### src/rtl/ssd_mux_controller.sv
// Two-digit PmodSSD scanner: double-buffered byte, per-slot blanking, hex decode.
// Optional build macro SSD_LEADING_ZERO_BLANK_EN darkens a zero MSB digit.
module ssd_mux_controller #(
  parameter int CLK_HZ       = 100_000_000,
  parameter int REFRESH_HZ   = 1000,
  parameter int BLANK_CYCLES = 1000
) (
  input  logic       clk,
  input  logic       rst,
  input  logic       enable,
  input  logic       load_valid,
  input  logic [7:0] load_data,
  output logic       load_ready,
  output logic [6:0] digit_out,
  output logic       sel_out,
  output logic       frame_tick
);

  localparam int SLOT = CLK_HZ / REFRESH_HZ;
  localparam int SHOW = SLOT - BLANK_CYCLES;
  localparam int CW   = (SLOT > 2) ? $clog2(SLOT) : 1;

  localparam logic [CW-1:0] BLANK_LAST = CW'(BLANK_CYCLES - 1);
  localparam logic [CW-1:0] SHOW_LAST  = CW'(SHOW - 1);
  localparam logic [CW-1:0] CNT_ONE    = CW'(1);

  typedef enum logic [2:0] {
    S_IDLE,
    S_BLANK_LSB,
    S_SHOW_LSB,
    S_BLANK_MSB,
    S_SHOW_MSB
  } state_t;

  state_t        r_state;
  state_t        w_state_nxt;
  logic [CW-1:0] r_cnt;
  logic [CW-1:0] w_cnt_nxt;
  logic          w_last;

  logic [7:0]    r_active;
  logic [7:0]    r_pend;
  logic          r_pend_full;
  logic          r_ready;
  logic          w_accept;
  logic          w_xfer;
  logic          w_full_nxt;

  logic [6:0]    r_digit;
  logic          r_sel;
  logic          r_tick;
  logic [6:0]    w_digit_nxt;
  logic          w_sel_nxt;
  logic          w_tick_nxt;
  logic [6:0]    w_seg_lo;
  logic [6:0]    w_seg_hi;

  function automatic logic [6:0] hex7seg(input logic [3:0] n);
    logic [6:0] s;
    case (n)
      4'h0:    s = 7'h3F;
      4'h1:    s = 7'h06;
      4'h2:    s = 7'h5B;
      4'h3:    s = 7'h4F;
      4'h4:    s = 7'h66;
      4'h5:    s = 7'h6D;
      4'h6:    s = 7'h7D;
      4'h7:    s = 7'h07;
      4'h8:    s = 7'h7F;
      4'h9:    s = 7'h6F;
      4'hA:    s = 7'h77;
      4'hB:    s = 7'h7C;
      4'hC:    s = 7'h39;
      4'hD:    s = 7'h5E;
      4'hE:    s = 7'h79;
      default: s = 7'h71;
    endcase
    return s;
  endfunction

  assign w_seg_lo = hex7seg(r_active[3:0]);
`ifdef SSD_LEADING_ZERO_BLANK_EN
  assign w_seg_hi = (r_active[7:4] == 4'h0) ? 7'h00
                                             : hex7seg(r_active[7:4]);
`else
  assign w_seg_hi = hex7seg(r_active[7:4]);
`endif

  always_comb begin
    w_last = 1'b0;
    case (r_state)
      S_BLANK_LSB,
      S_BLANK_MSB: w_last = (r_cnt == BLANK_LAST);
      S_SHOW_LSB,
      S_SHOW_MSB:  w_last = (r_cnt == SHOW_LAST);
      default:     w_last = 1'b0;
    endcase
  end

  always_ff @(posedge clk) begin
    if (rst) begin
      r_state <= S_IDLE;
      r_cnt   <= '0;
    end else begin
      r_state <= w_state_nxt;
      r_cnt   <= w_cnt_nxt;
    end
  end

  always_comb begin
    w_state_nxt = r_state;
    w_cnt_nxt   = r_cnt + CNT_ONE;
    if (r_state == S_IDLE) begin
      w_cnt_nxt = '0;
      if (enable) w_state_nxt = S_BLANK_LSB;
    end else if (!enable) begin
      w_state_nxt = S_IDLE;
      w_cnt_nxt   = '0;
    end else if (w_last) begin
      w_cnt_nxt = '0;
      case (r_state)
        S_BLANK_LSB: w_state_nxt = S_SHOW_LSB;
        S_SHOW_LSB:  w_state_nxt = S_BLANK_MSB;
        S_BLANK_MSB: w_state_nxt = S_SHOW_MSB;
        S_SHOW_MSB:  w_state_nxt = S_BLANK_LSB;
        default:     w_state_nxt = S_IDLE;
      endcase
    end
  end

  // Dropping enable darkens the display on the very next cycle.
  always_comb begin
    w_digit_nxt = 7'h00;
    w_sel_nxt   = 1'b0;
    w_tick_nxt  = 1'b0;
    if (enable) begin
      case (r_state)
        S_SHOW_LSB: w_digit_nxt = w_seg_lo;
        S_BLANK_MSB: w_sel_nxt = 1'b1;
        S_SHOW_MSB: begin
          w_sel_nxt   = 1'b1;
          w_digit_nxt = w_seg_hi;
          w_tick_nxt  = (r_cnt == SHOW_LAST);
        end
        default: w_digit_nxt = 7'h00;
      endcase
    end
  end

  always_ff @(posedge clk) begin
    if (rst) begin
      r_digit <= 7'h00;
      r_sel   <= 1'b0;
      r_tick  <= 1'b0;
    end else begin
      r_digit <= w_digit_nxt;
      r_sel   <= w_sel_nxt;
      r_tick  <= w_tick_nxt;
    end
  end

  // Accept and transfer are exclusive: ready implies pending is empty.
  assign w_accept   = load_valid & r_ready;
  assign w_xfer     = r_pend_full & ((r_state == S_IDLE) | r_tick);
  assign w_full_nxt = w_accept | (r_pend_full & ~w_xfer);

  always_ff @(posedge clk) begin
    if (rst) begin
      r_active    <= 8'h00;
      r_pend      <= 8'h00;
      r_pend_full <= 1'b0;
      r_ready     <= 1'b0;
    end else begin
      if (w_xfer)   r_active <= r_pend;
      if (w_accept) r_pend   <= load_data;
      r_pend_full <= w_full_nxt;
      r_ready     <= ~w_full_nxt;
    end
  end

  assign load_ready = r_ready;
  assign digit_out  = r_digit;
  assign sel_out    = r_sel;
  assign frame_tick = r_tick;

endmodule

### config.mk
export PLATFORM = sky130hd
export DESIGN_NAME = ssd_mux_controller
export DESIGN_NICKNAME = d
export VERILOG_FILES = /design/src/rtl/ssd_mux_controller.sv
export SDC_FILE = /design/constraint.sdc
export NUM_CORES = 1
export LEC_CHECK = 0
export ABC_AREA = 1
export CORE_MARGIN = 3
export CORE_UTILIZATION = 47
export CTS_CLUSTER_SIZE = 20
export DETAILED_ROUTE_END_ITERATION = 10
export PLACE_DENSITY = 0.66
export SLEW_MARGIN = 10
export SYNTH_ARGS = -nofsm -noshare
export SYNTH_HDL_FRONTEND = slang
export SYNTH_SLANG_ARGS = --single-unit
### constraint.sdc
create_clock -name clk -period 2.25 [get_ports clk]
set_input_delay 0.45 -clock clk [delete_from_list [all_inputs] [get_ports clk]]
set_output_delay 0.45 -clock clk [all_outputs]
set_load 0.005 [all_outputs]
# Word-level counts from Yosys, hierarchy flattened
# Memory sizes are Yosys's and may differ from the RTL's. A register that Yosys moved wholly into a read port is not among the register bits.
# Cells that the tools add are included.
[word_totals]
ff_bits = 47
romBits = 224
inputBits = 12
output_inout_bits = 10
word_cells = 49
mem_count = 2
[op_classes]
addsub = 1
eq_ne = 8
mux = 12
bitwise_logic = 9
reduce_logical = 8
[memory_table]
columns = ["memory", "depth", "width", "read_ports", "rd_clocked_by_memory_dff", "write_ports", "line_no", "source"]
rows = [
  ["(name not given)", 16, 7, 1, 1, 0, "60", "case (n)"],
  ["(name not given)", 16, 7, 1, 1, 0, "60", ""],
]
[op_table]
columns = ["operator", "n"]
rows = [
  ["adder 17 x 1 -> 17 bit (second input constant)", 1],
  ["equality test 17 x 10 -> 1 bit (second input constant)", 1],
  ["equality test 17 bit (second input constant)", 1],
  ["two-way mux 4 bit", 4],
  ["case mux 7 bit (2 select lines)", 1],
  ["two-way mux 3 bit", 4],
  ["case mux 3 bit (4 select lines)", 1],
  ["OR reduction 2 bit", 4],
  ["equality test 3 x 2 -> 1 bit (second input constant)", 2],
  ["NOT 1 bit", 4],
  ["OR reduction 4 bit", 1],
  ["AND 1 bit", 3],
  ["equality test 3 x 1 -> 1 bit (second input constant)", 1],
  ["equality test 3 bit (second input constant)", 1],
  ["logical NOT 3 bit", 1],
  ["!= test 3 x 1 -> 1 bit (second input constant)", 1],
  ["OR reduction 3 bit", 1],
  ["!= test 2 bit (second input constant)", 1],
  ["OR 1 bit", 2],
  ["case mux 1 bit (2 select lines)", 1],
  ["AND reduction 2 bit", 1],
  ["two-way mux 1 bit", 1],
]

# Logic depth before layout (Yosys ltp)
[logic_depth]
depth_word = 7
mapped_depth = 11
depth_no_buf = 11

# Least setup slack after synthesis
# Ideal clock, no wire load.
[synth_timing]
path_kind = "input to register"
from = "input rst"
to = "register, netlist name w_seg_hi[3]"
setup_time_ps = 120
arrival_ps = 1724
t_required_ps = 2130
setup_slack_ps = 406
path_stages = 7
n_path_buf = 2
cell_sequence = "buf_6 -> inv_1 -> clkbuf_1 -> nand3_2 -> ha_1 -> o211ai_1 -> nand2_1"
[synth_between]
elab_chain_cells = 1
[synth_rtl]
columns = ["element", "line_no", "source"]
rows = [
  ["start: declaration", "9", "input logic rst,"],
  ["two-way mux 4 bit (no source line)", "-", ""],
]
# Every way passes these cells.
# A chain may end at the register's enable or synchronous reset.

# Worst setup path after layout
[layout_timing]
from = "register r_state[0]"
to = "register, netlist name w_seg_hi[4]"
[layout_between]
elab_chain_cells = 5
[layout_rtl]
columns = ["element", "line_no", "source"]
rows = [
  ["start: declaration", "35", "state_t r_state;"],
  ["start signal: assignment", "105", "r_state <= w_state_nxt;"],
  ["logical NOT 3 bit", "164", "assign w_xfer = r_pend_full & ((r_state == S_IDLE) | r_tick);"],
  ["OR 1 bit", "164", ""],
  ["AND 1 bit", "164", ""],
  ["two-way mux 4 bit (no source line) (2 in series)", "-", ""],
]
# Every way passes these cells.

==> run metrics <==
Slew Limit Fails 0; latest clock arrival within the worst-skew pair roughly 340 ps; r2r startpoint r_state[0]; startpoint types flip-flop; postcts setup bufs 0; CP Max Fanout 10; ANT cells 0; worst hold path depth 1; chip width 85.6 um; Vias 2428; worst vdd ir 366 uV; clk root buf clkbuf_8; Vias/cell ~4.9; Worst path most repeated cell nand2_4; Hold Crit Class reg2reg; Core Rows 28; WS Path Type reg2reg; Worst EP arrival 2250 ps; max cap viols 0; final setup margin 244 ps; first-pass GRT wire length ~9.8 mm; most frequent cells in the layout 61 x dfxtp_1, 60 x inv_1, 60 x nand2_1; Post-Synth XOR/XNOR Area a little over 2%; CP endpoint kind flip-flop; worst slew pin tran slightly below 500 ps; RSZ-0062 raised after global routing no; PortBufs 21; Num CTS Buffers 9; Synth Area in Compound Gates between 10% and 20%; H-tree Lvls 3; Mapped Avg Cell Area 7.67 um2; crit path time final ~2000 ps; post-route ant nets 0; #FFs+latches synth 61; Total GRT Usage 17.0%; Max Clk Rate around 0.50 GHz; core area 6030 um2; CTS Buffer Depth 2; routability cong. roughly 0.86; reg2reg setup slack between 200 and 250 ps; multi-input logic area 1480 um2; initial DRC count 149; largest family of logic cells by synthesized area simple AND/OR/NAND/NOR gates; warnings from Yosys 0; Tot Pwr 2.58 mW; Syn-to-layout area delta 17.4%; sequential area share after synthesis 41.0%; CTS tree built; detailed placement HPWL 4.17 mm; worst reg2reg path endpoint w_seg_hi[4]; Cell Chain, Critical Path nor2_4, nand2_4, nand2_4, nand2_4, or2_2, nand3_2, inv_1, ha_1, or2_0, nand3_1, nand2_1; Top Ports 22; clock tree sinks 61; status complete, no violations; Post-Place Worst Slack slightly above 80 ps; Max Clock Skew roughly 8.3 ps; die area 7330 um2; relative slew slack 66.9%; Setup Total Neg Slack 0 ps; total gr overflow 0; Setup violations, final 0; first drt pass iteration count 4; delay-heaviest family, CP simple AND/OR/NAND/NOR gates; drt wl/cell between 10 and 15 um; Hold EP r_cnt[0]; Clk pin slew, worst setup/hold paths 70 ps; Static Leak 1.51 nW; pin count of the biggest net entering global routing 19; initial antenna violation count 0; placed cell area approximately 3300 um2; vias in the first global route 2189; fill cell count 582; Syn Inst Count 388; WP depth 11; final hold violations 0; period utilization 89.2%; fin nets 446; CP Buf/Inv Count 1; Detailed Route WL between 5 and 6 mm; Post-Synth Simple-Gate Area between 30% and 40%; CP max-delay cell dfxtp_1; Mapped Area 2980 um2; DRC Markers 0; adder-cell share of the synthesized area 6.30%; Mapped Nets 415; Starting Density 49.4%; design area 3490 um2; PwrDens 737 nW/um2; Hold Crit Start r_cnt[0]; share of layout cells above drive strength 1 12.5%; Register Area 1220 um2; CP peak stage delay 370 ps; mux cell area share after synthesis 0%; commonest non-fill, non-tap cell in the layout dfxtp_1; Die H 85.6 um; fin util 58.0%; Critical Path RT between 2000 and 2500 ps; R2R cell count 11; number of library cell types mapped by synthesis 33
[worst reg2reg max path, cell delays in order, from the launching register on]
cell     delay, ps
dfxtp_1        370
nor2_4         190
nand2_4         90
nand2_4         80
nand2_4        100
or2_2          300
nand3_2        140
inv_1          100
ha_1           190
or2_0          220
nand3_1         70
nand2_1         50
[state kept, by name (all words and copies together) (netlist names)]
signal and cells:
r_active 8, load_ready 1, r_state 3, w_seg_hi 7, w_seg_lo 7, r_cnt 17, sel_out 1, r_pend_full 1
frame_tick 1, r_pend 8, digit_out 7
[logic make-up after synthesis]
| family | Yosys count |
|---|---|
| xor+xnor | 7 |
| compound gates | 54 |
| buf+inv | 69 |
| simple gates | 182 |
| flops | 61 |
| fa+ha+maj | 15 |
[cells in the mapped netlist (all sizes together)]
| cell type | number | area share, % |
|---|---|---|
| nand4 | 4 | 1.1 |
| or2 | 5 | 1.1 |
| dfxtp | 61 | 41 |
| o21ai | 35 | 6.1 |
| ha | 15 | 6.3 |
| nor2 | 55 | 7.8 |
| clkbuf | 3 | 0.38 |
| xor2 | 7 | 2.1 |
| nand3 | 30 | 6.1 |
| nor3b | 1 | 0.25 |
| inv | 62 | 7.8 |
| o211ai | 7 | 1.8 |
| nor3 | 15 | 4.0 |
| nand3b | 1 | 0.25 |
| a21oi | 12 | 2.4 |
| buf | 4 | 1.3 |
| nor4 | 1 | 0.21 |
| nand2 | 70 | 10 |
[metal layers]
metal	part of all wire [%]	wire (um)	GRT usage, %
met5	0	0	0
met4	1.8	102	10.4
met3	4.2	237	4.03
met2	41	2310	24.2
met1	53	2960	23.2
[through the flow]
stage | hold WS (ps) | instances
floorplan | 418 | 388
global placement | 433 | 483
detailed placement | 444 | 483
CTS | 453 | 498
global route | 463 | 498
finish | 452 | 498
[report_power, final]
group	switching, mW	internal (mW)
logic	0.203	0.130
registers	0.0319	1.15
clock network	0.417	0.641
[timing repair]
action | 4_1_cts | 5_1_grt
setup endpoints to repair | 0 | 2
gates resized for setup | 0 | 1
hold buffers | 0 | 0
[worst max-delay path by stage]
stage | start | end | slack (ps)
floorplan | rst | w_seg_hi[3] | 410
global placement | rst | w_seg_lo[5] | 140
global route | r_state[0] | w_seg_hi[5] | 80
detailed placement | rst | w_seg_lo[5] | 80
CTS | r_state[0] | w_seg_lo[4] | 170
finish | r_state[0] | w_seg_hi[4] | 240
[cell type report]
type                            instances  area share [%]
Inverter                               62            6.66
Timing Repair Buffer                   27            7.30
Clock buffer                           10            3.94
Tap cell                               75            2.69
Multi-Input combinational cell        258            42.3
Sequential cell                        61            34.9
Clock inverter                          5            2.15
Note: power is estimated with default switching activity, not from simulation.
